`src/rtl/adder_rr_arb.sv`:
```
// adder_rr_arb: round-robin front end that shares one adder_8bit among NUM_REQ requesters.
// Optional overflow-response counter is compiled in when ADDER_RR_ARB_STATS_EN is defined.
module adder_8bit (
   input  logic [7:0] i_a,
   input  logic [7:0] i_b,
   input  logic       i_cin,
   output logic [7:0] o_sum,
   output logic       o_ovf,
   output logic       o_carry
);
   logic [8:0] w_full;
   assign w_full  = {1'b0, i_a} + {1'b0, i_b} + {8'd0, i_cin};
   assign o_sum   = w_full[7:0];
   assign o_carry = w_full[8];
   assign o_ovf   = (i_a[7] == i_b[7]) && (w_full[7] != i_a[7]);
endmodule

module adder_rr_arb #(
   parameter int NUM_REQ = 4,
   parameter int ID_W    = 2
) (
   input  logic                 i_clk,
   input  logic                 i_rst_n,
   input  logic [NUM_REQ-1:0]   i_req_valid,
   output logic [NUM_REQ-1:0]   o_req_ready,
   input  logic [NUM_REQ*8-1:0] i_req_a,
   input  logic [NUM_REQ*8-1:0] i_req_b,
   input  logic [NUM_REQ-1:0]   i_req_cin,
   output logic                 o_rsp_valid,
   input  logic                 i_rsp_ready,
   output logic [ID_W-1:0]      o_rsp_id,
   output logic [7:0]           o_rsp_sum,
   output logic                 o_rsp_ovf,
   output logic                 o_rsp_carry
`ifdef ADDER_RR_ARB_STATS_EN
   ,
   input  logic                 i_cnt_clr,
   output logic [7:0]           o_ovf_cnt
`endif
);
   localparam int NSLOT = 1 << ID_W;

   typedef enum logic {S_IDLE, S_RESP} state_t;
   state_t r_state, w_state_nxt;

   logic [ID_W-1:0]       r_ptr, r_id, w_win, w_ptr_nxt;
   logic [7:0]            r_a, r_b;
   logic                  r_cin;
   logic                  w_found, w_can_accept, w_take;
   logic [ID_W:0]         w_idx;

   // Pad request vectors to a full ID_W-indexed range so any pointer value is a legal index.
   logic [NSLOT-1:0]         w_vld;
   logic [NSLOT-1:0]         w_cin;
   logic [NSLOT-1:0][7:0]    w_a, w_b;
   assign w_vld = NSLOT'(i_req_valid);
   assign w_cin = NSLOT'(i_req_cin);
   assign w_a   = (NSLOT*8)'(i_req_a);
   assign w_b   = (NSLOT*8)'(i_req_b);

   always_comb begin
      w_found = 1'b0;
      w_win   = '0;
      w_idx   = '0;
      for (int i = 0; i < NUM_REQ; i++) begin
         w_idx = {1'b0, r_ptr} + (ID_W+1)'(i);
         if (w_idx >= (ID_W+1)'(NUM_REQ)) w_idx = w_idx - (ID_W+1)'(NUM_REQ);
         if (!w_found && w_vld[w_idx[ID_W-1:0]]) begin
            w_found = 1'b1;
            w_win   = w_idx[ID_W-1:0];
         end
      end
   end

   assign w_ptr_nxt = (w_win == ID_W'(NUM_REQ-1)) ? '0 : w_win + 1'b1;

   always_comb begin
      w_state_nxt  = r_state;
      w_can_accept = 1'b0;
      case (r_state)
         S_IDLE: begin
            w_can_accept = 1'b1;
            if (w_found) w_state_nxt = S_RESP;
         end
         S_RESP: begin
            w_can_accept = i_rsp_ready;
            if (i_rsp_ready && !w_found) w_state_nxt = S_IDLE;
         end
         default: w_state_nxt = S_IDLE;
      endcase
   end

   // Reset gates the grant so nothing is offered while the block is held in reset.
   assign w_take = w_can_accept && w_found && i_rst_n;

   always_comb begin
      o_req_ready = '0;
      for (int k = 0; k < NUM_REQ; k++)
         o_req_ready[k] = w_take && (w_win == ID_W'(k));
   end

   always_ff @(posedge i_clk or negedge i_rst_n) begin
      if (!i_rst_n) r_state <= S_IDLE;
      else          r_state <= w_state_nxt;
   end

   always_ff @(posedge i_clk or negedge i_rst_n) begin
      if (!i_rst_n) begin
         r_ptr <= '0;
         r_id  <= '0;
         r_a   <= '0;
         r_b   <= '0;
         r_cin <= 1'b0;
      end else if (w_take) begin
         r_ptr <= w_ptr_nxt;
         r_id  <= w_win;
         r_a   <= w_a[w_win];
         r_b   <= w_b[w_win];
         r_cin <= w_cin[w_win];
      end
   end

   adder_8bit u_add (
      .i_a     (r_a),
      .i_b     (r_b),
      .i_cin   (r_cin),
      .o_sum   (o_rsp_sum),
      .o_ovf   (o_rsp_ovf),
      .o_carry (o_rsp_carry)
   );

   assign o_rsp_valid = (r_state == S_RESP);
   assign o_rsp_id    = r_id;

`ifdef ADDER_RR_ARB_STATS_EN
   logic [7:0] r_ovf_cnt;
   always_ff @(posedge i_clk or negedge i_rst_n) begin
      if (!i_rst_n)
         r_ovf_cnt <= '0;
      else if (i_cnt_clr)
         r_ovf_cnt <= '0;
      else if (o_rsp_valid && i_rsp_ready && o_rsp_ovf && (r_ovf_cnt != 8'hFF))
         r_ovf_cnt <= r_ovf_cnt + 8'd1;
   end
   assign o_ovf_cnt = r_ovf_cnt;
`endif
endmodule

```
`config.mk`:
```
export PLATFORM = sky130hd
export DESIGN_NAME = adder_rr_arb
export DESIGN_NICKNAME = d
export VERILOG_FILES = /design/src/rtl/adder_rr_arb.sv
export SDC_FILE = /design/constraint.sdc
export NUM_CORES = 1
export LEC_CHECK = 0
export BUFFER_PORTS_ARGS = -buffer_cell sky130_fd_sc_hd__buf_2
export CAP_MARGIN = 20
export CORE_MARGIN = 1.5
export CORE_UTILIZATION = 32
export CTS_CLUSTER_DIAMETER = 80
export DETAILED_ROUTE_END_ITERATION = 16
export SETUP_SLACK_MARGIN = 0.4
export SYNTH_ARGS = -nofsm -noshare
export SYNTH_HDL_FRONTEND = slang
export SYNTH_SLANG_ARGS = --single-unit
```
`constraint.sdc`:
```
create_clock -name i_clk -period 2.7 [get_ports i_clk]
set_input_delay 0.54 -clock i_clk [delete_from_list [all_inputs] [get_ports i_clk]]
set_output_delay 0.54 -clock i_clk [all_outputs]
set_load 0.1 [all_outputs]
```
==> flow_summary.ini <==
[outcome]
status = complete, but fails checks
violations = negative setup slack

[setup_path]
cp-start-kind = flop
worstPathMaxFanout = 3
arrival_ns = 2.37
worst_ep_required_time_ns = 2.16
worstSetupEndpointType = primary output
crit_type = flop to primary output

[pwr]
seq_power_share_pct = 11.9
clkPwrFrac_pct = 7.3
p_int_mw = 1.99
p_sw_share_pct = 54.3
comb_power_share_pct = 80.8
p_leak_nw = 1.48
p_sw_mw = 2.37
p_per_area_nw_per_um2 = 1350
max-vdd-ir-drop_mv = 1.89

[yosys]
syn_area_sq_um = 2030
avgSynthCellArea_sq_um = 9.08
synth_area_leader_cell = dfrtp_1
yosys.cell_types.count = 39
synth-seq-cells = 22
syn_inst = 224
ys_seq_area_share_pct = 27.1
ys_warn_count = 0
syn_nets = 312
synth_top_area_share_pct = 27.1
ys_top_cells_by_area = dfrtp_1 27%, mux2i_1 8.9%, a211o_1 7.3%

[clocking]
clk_latency_ns = 0.27
numCtsBuffers = 3
htreeDepth = 1
clockRootBuffer = clkbuf_8
cts_sinks = 22
clkTransAtPathRegs_ns = 0.09
cts_tree = done
cts_buffer_depth = 2
cts-hold-fix-buffers = 0

[place]
place_congestion = 0.818
dp_cells = 384
dpl_worst_slack_ns = 0.0405
dp_hpwl_um = 4710
io_buffers = 91
place_area_sq_um = 2810

[drt]
top_layer_used = met4
wirelength_um = 6620
drt_iter0_drc = 86
drtPass1Iterations = 4
routed-wl-met3_um = 520
via_count = 2121
ant_nets = 0
wl_met2_um = 3190
drc = 0
met1_length_um = 2830
via_per_inst = 5.24
wl_per_cell_um = 16.3

[timing]
fin_ws_ns = -0.206
finalHoldViolations = 0
worstMarginPinSlew_ns = 0.571
fin_setup_tns_ns = -0.832
max_slew_margin_pct = 61.9
setup_viol = 6
fmax_mhz = 344
fin_crit_ns = 2.91
rsz0062_at_grt = true
fin_skew_ns = 0.00812
final-max-slew-violation-count = 0
fin_crit_sh_pct = 108

[floorplan]
ios = 92
initial_utilization_pct = 33.7
die-area_sq_um = 6840
fp.dieW_um = 82.7
coreArea_sq_um = 6030
rows = 28
die_h_um = 82.7

[final_layout]
design_area_sq_um = 3240
final_common_cell = buf_2
final_cell_mix = 78 x buf_2, 24 x buf_4, 23 x nand2_1, 20 x dfrtp_1
syn2layout_area_growth_pct = 59.1
final_util_pct = 53.7
num_antenna_cells = 0
drive_gt1_share_pct = 52.4
fin_nets = 419
nFillCells = 556
final_cells = 405

[hold_path]
hold_class = input port to async pin

[global_routing]
grt_pass1_wl_um = 9890
grt_use_total_pct = 19.5
grt_start_max_net_pins = 38
antenna_found_initial = 0
overflow = 0
grt_pass1_vias = 2064

[flow_run]
max_cap_violations = 0
-- per-layer routing --
| metal | track usage [%] | vias up |
|---|---|---|
| li1 | - | 1059 |
| met1 | 25.1 | 978 |
| met2 | 32.4 | 77 |
| met3 | 5.27 | 7 |
| met4 | 4.50 | 0 |
| met5 | 0 | - |
-- power by group through the flow --
stage	Combinational, mW	Sequential, mW	Clock, mW
2_1_floorplan	2.28	0.559	0
3_3_place_gp	3.02	0.523	0
3_5_place_dp	3.04	0.527	0
4_1_cts	3.32	0.522	0.326
5_1_grt	3.68	0.534	0.339
6_report	3.53	0.518	0.319
-- critical path: stages, from the launching register on --
cell and delay (ns):
dfrtp_1 0.41, fa_2 0.40, inv_2 0.07, fa_2 0.20, nor2b_1 0.06, o21ai_2 0.16
a21boi_2 0.10, o31a_1 0.29, o22a_2 0.24, buf_12 0.17
-- cell usage after synthesis (all sizes together) --
master	instances
nand2b	3
xnor2	4
nor2	9
o21ai	6
a211o	17
nand2	25
nor2b	2
o21a	2
inv	9
o22a	1
clkbuf	2
fa	2
mux2	1
o31ai	17
mux2i	18
o221ai	2
a21o	2
ha	11
and2	4
nand4	17
a21oi	7
a31oi	1
o211ai	16
a21boi	1
nor4	1
buf	15
dfrtp	22
o31a	1
nor3	1
o22ai	1
or2	4
-- final cells by class --
cell class	instances	area, sq um	area share [%]
Clock buffer	3	41.3	1.28
Sequential cell	22	553	17.1
Clock inverter	1	30.0	0.928
Timing Repair Buffer	119	876	27.1
Tap cell	75	93.8	2.90
Multi-Input combinational cell	176	1600	49.6
Inverter	9	37.5	1.16
-- logic make-up after synthesis --
group	share of synthesized area, %
XOR/XNOR	1.72
adder cells (fa/ha/maj)	8.74
AND/OR/NAND/NOR	17.5
AO/OA/AOI/OAI	27.9
flip-flops	27.1
multiplexers	9.42
buffers and inverters	7.63
-- per-stage QoR --
step                      hold slack, ns  power [mW]
after floorplan                    0.244        2.84
after global placement             0.471        3.54
after detailed placement           0.469        3.56
after CTS                          0.279        4.16
after global routing               0.302        4.56
final                              0.261        4.36
-- sequential cells by signal, summed over array words and instances (netlist names) --
register,count
r_b,8
r_a,8
r_ptr,2
o_rsp_id,2
r_cin,1
o_rsp_valid,1
-- path summary, 6_finish.rpt --
check,startpoint,endpoint,slack (ns),cells past startpoint
worst max-delay path,r_a[0],o_rsp_carry,-0.21,9
worst min-delay path,i_rst_n,r_ptr[0],0.26,2
worst min register to register,o_rsp_id[0],o_rsp_id[0],0.50,2
worst max register to register,r_ptr[1],r_a[2],0.49,11
max in group asynchronous,i_rst_n,r_ptr[1],2.19,2
min in group i_clk,o_rsp_id[0],o_rsp_id[0],0.50,2
-- repair_timing --
action / CTS / global route
setup buffers: 12 / 5
resized for setup: 28 / 19
pin swaps: 11 / 11
setup endpoints to repair: 13 / 22
Note: power is estimated with default switching activity, not from simulation.
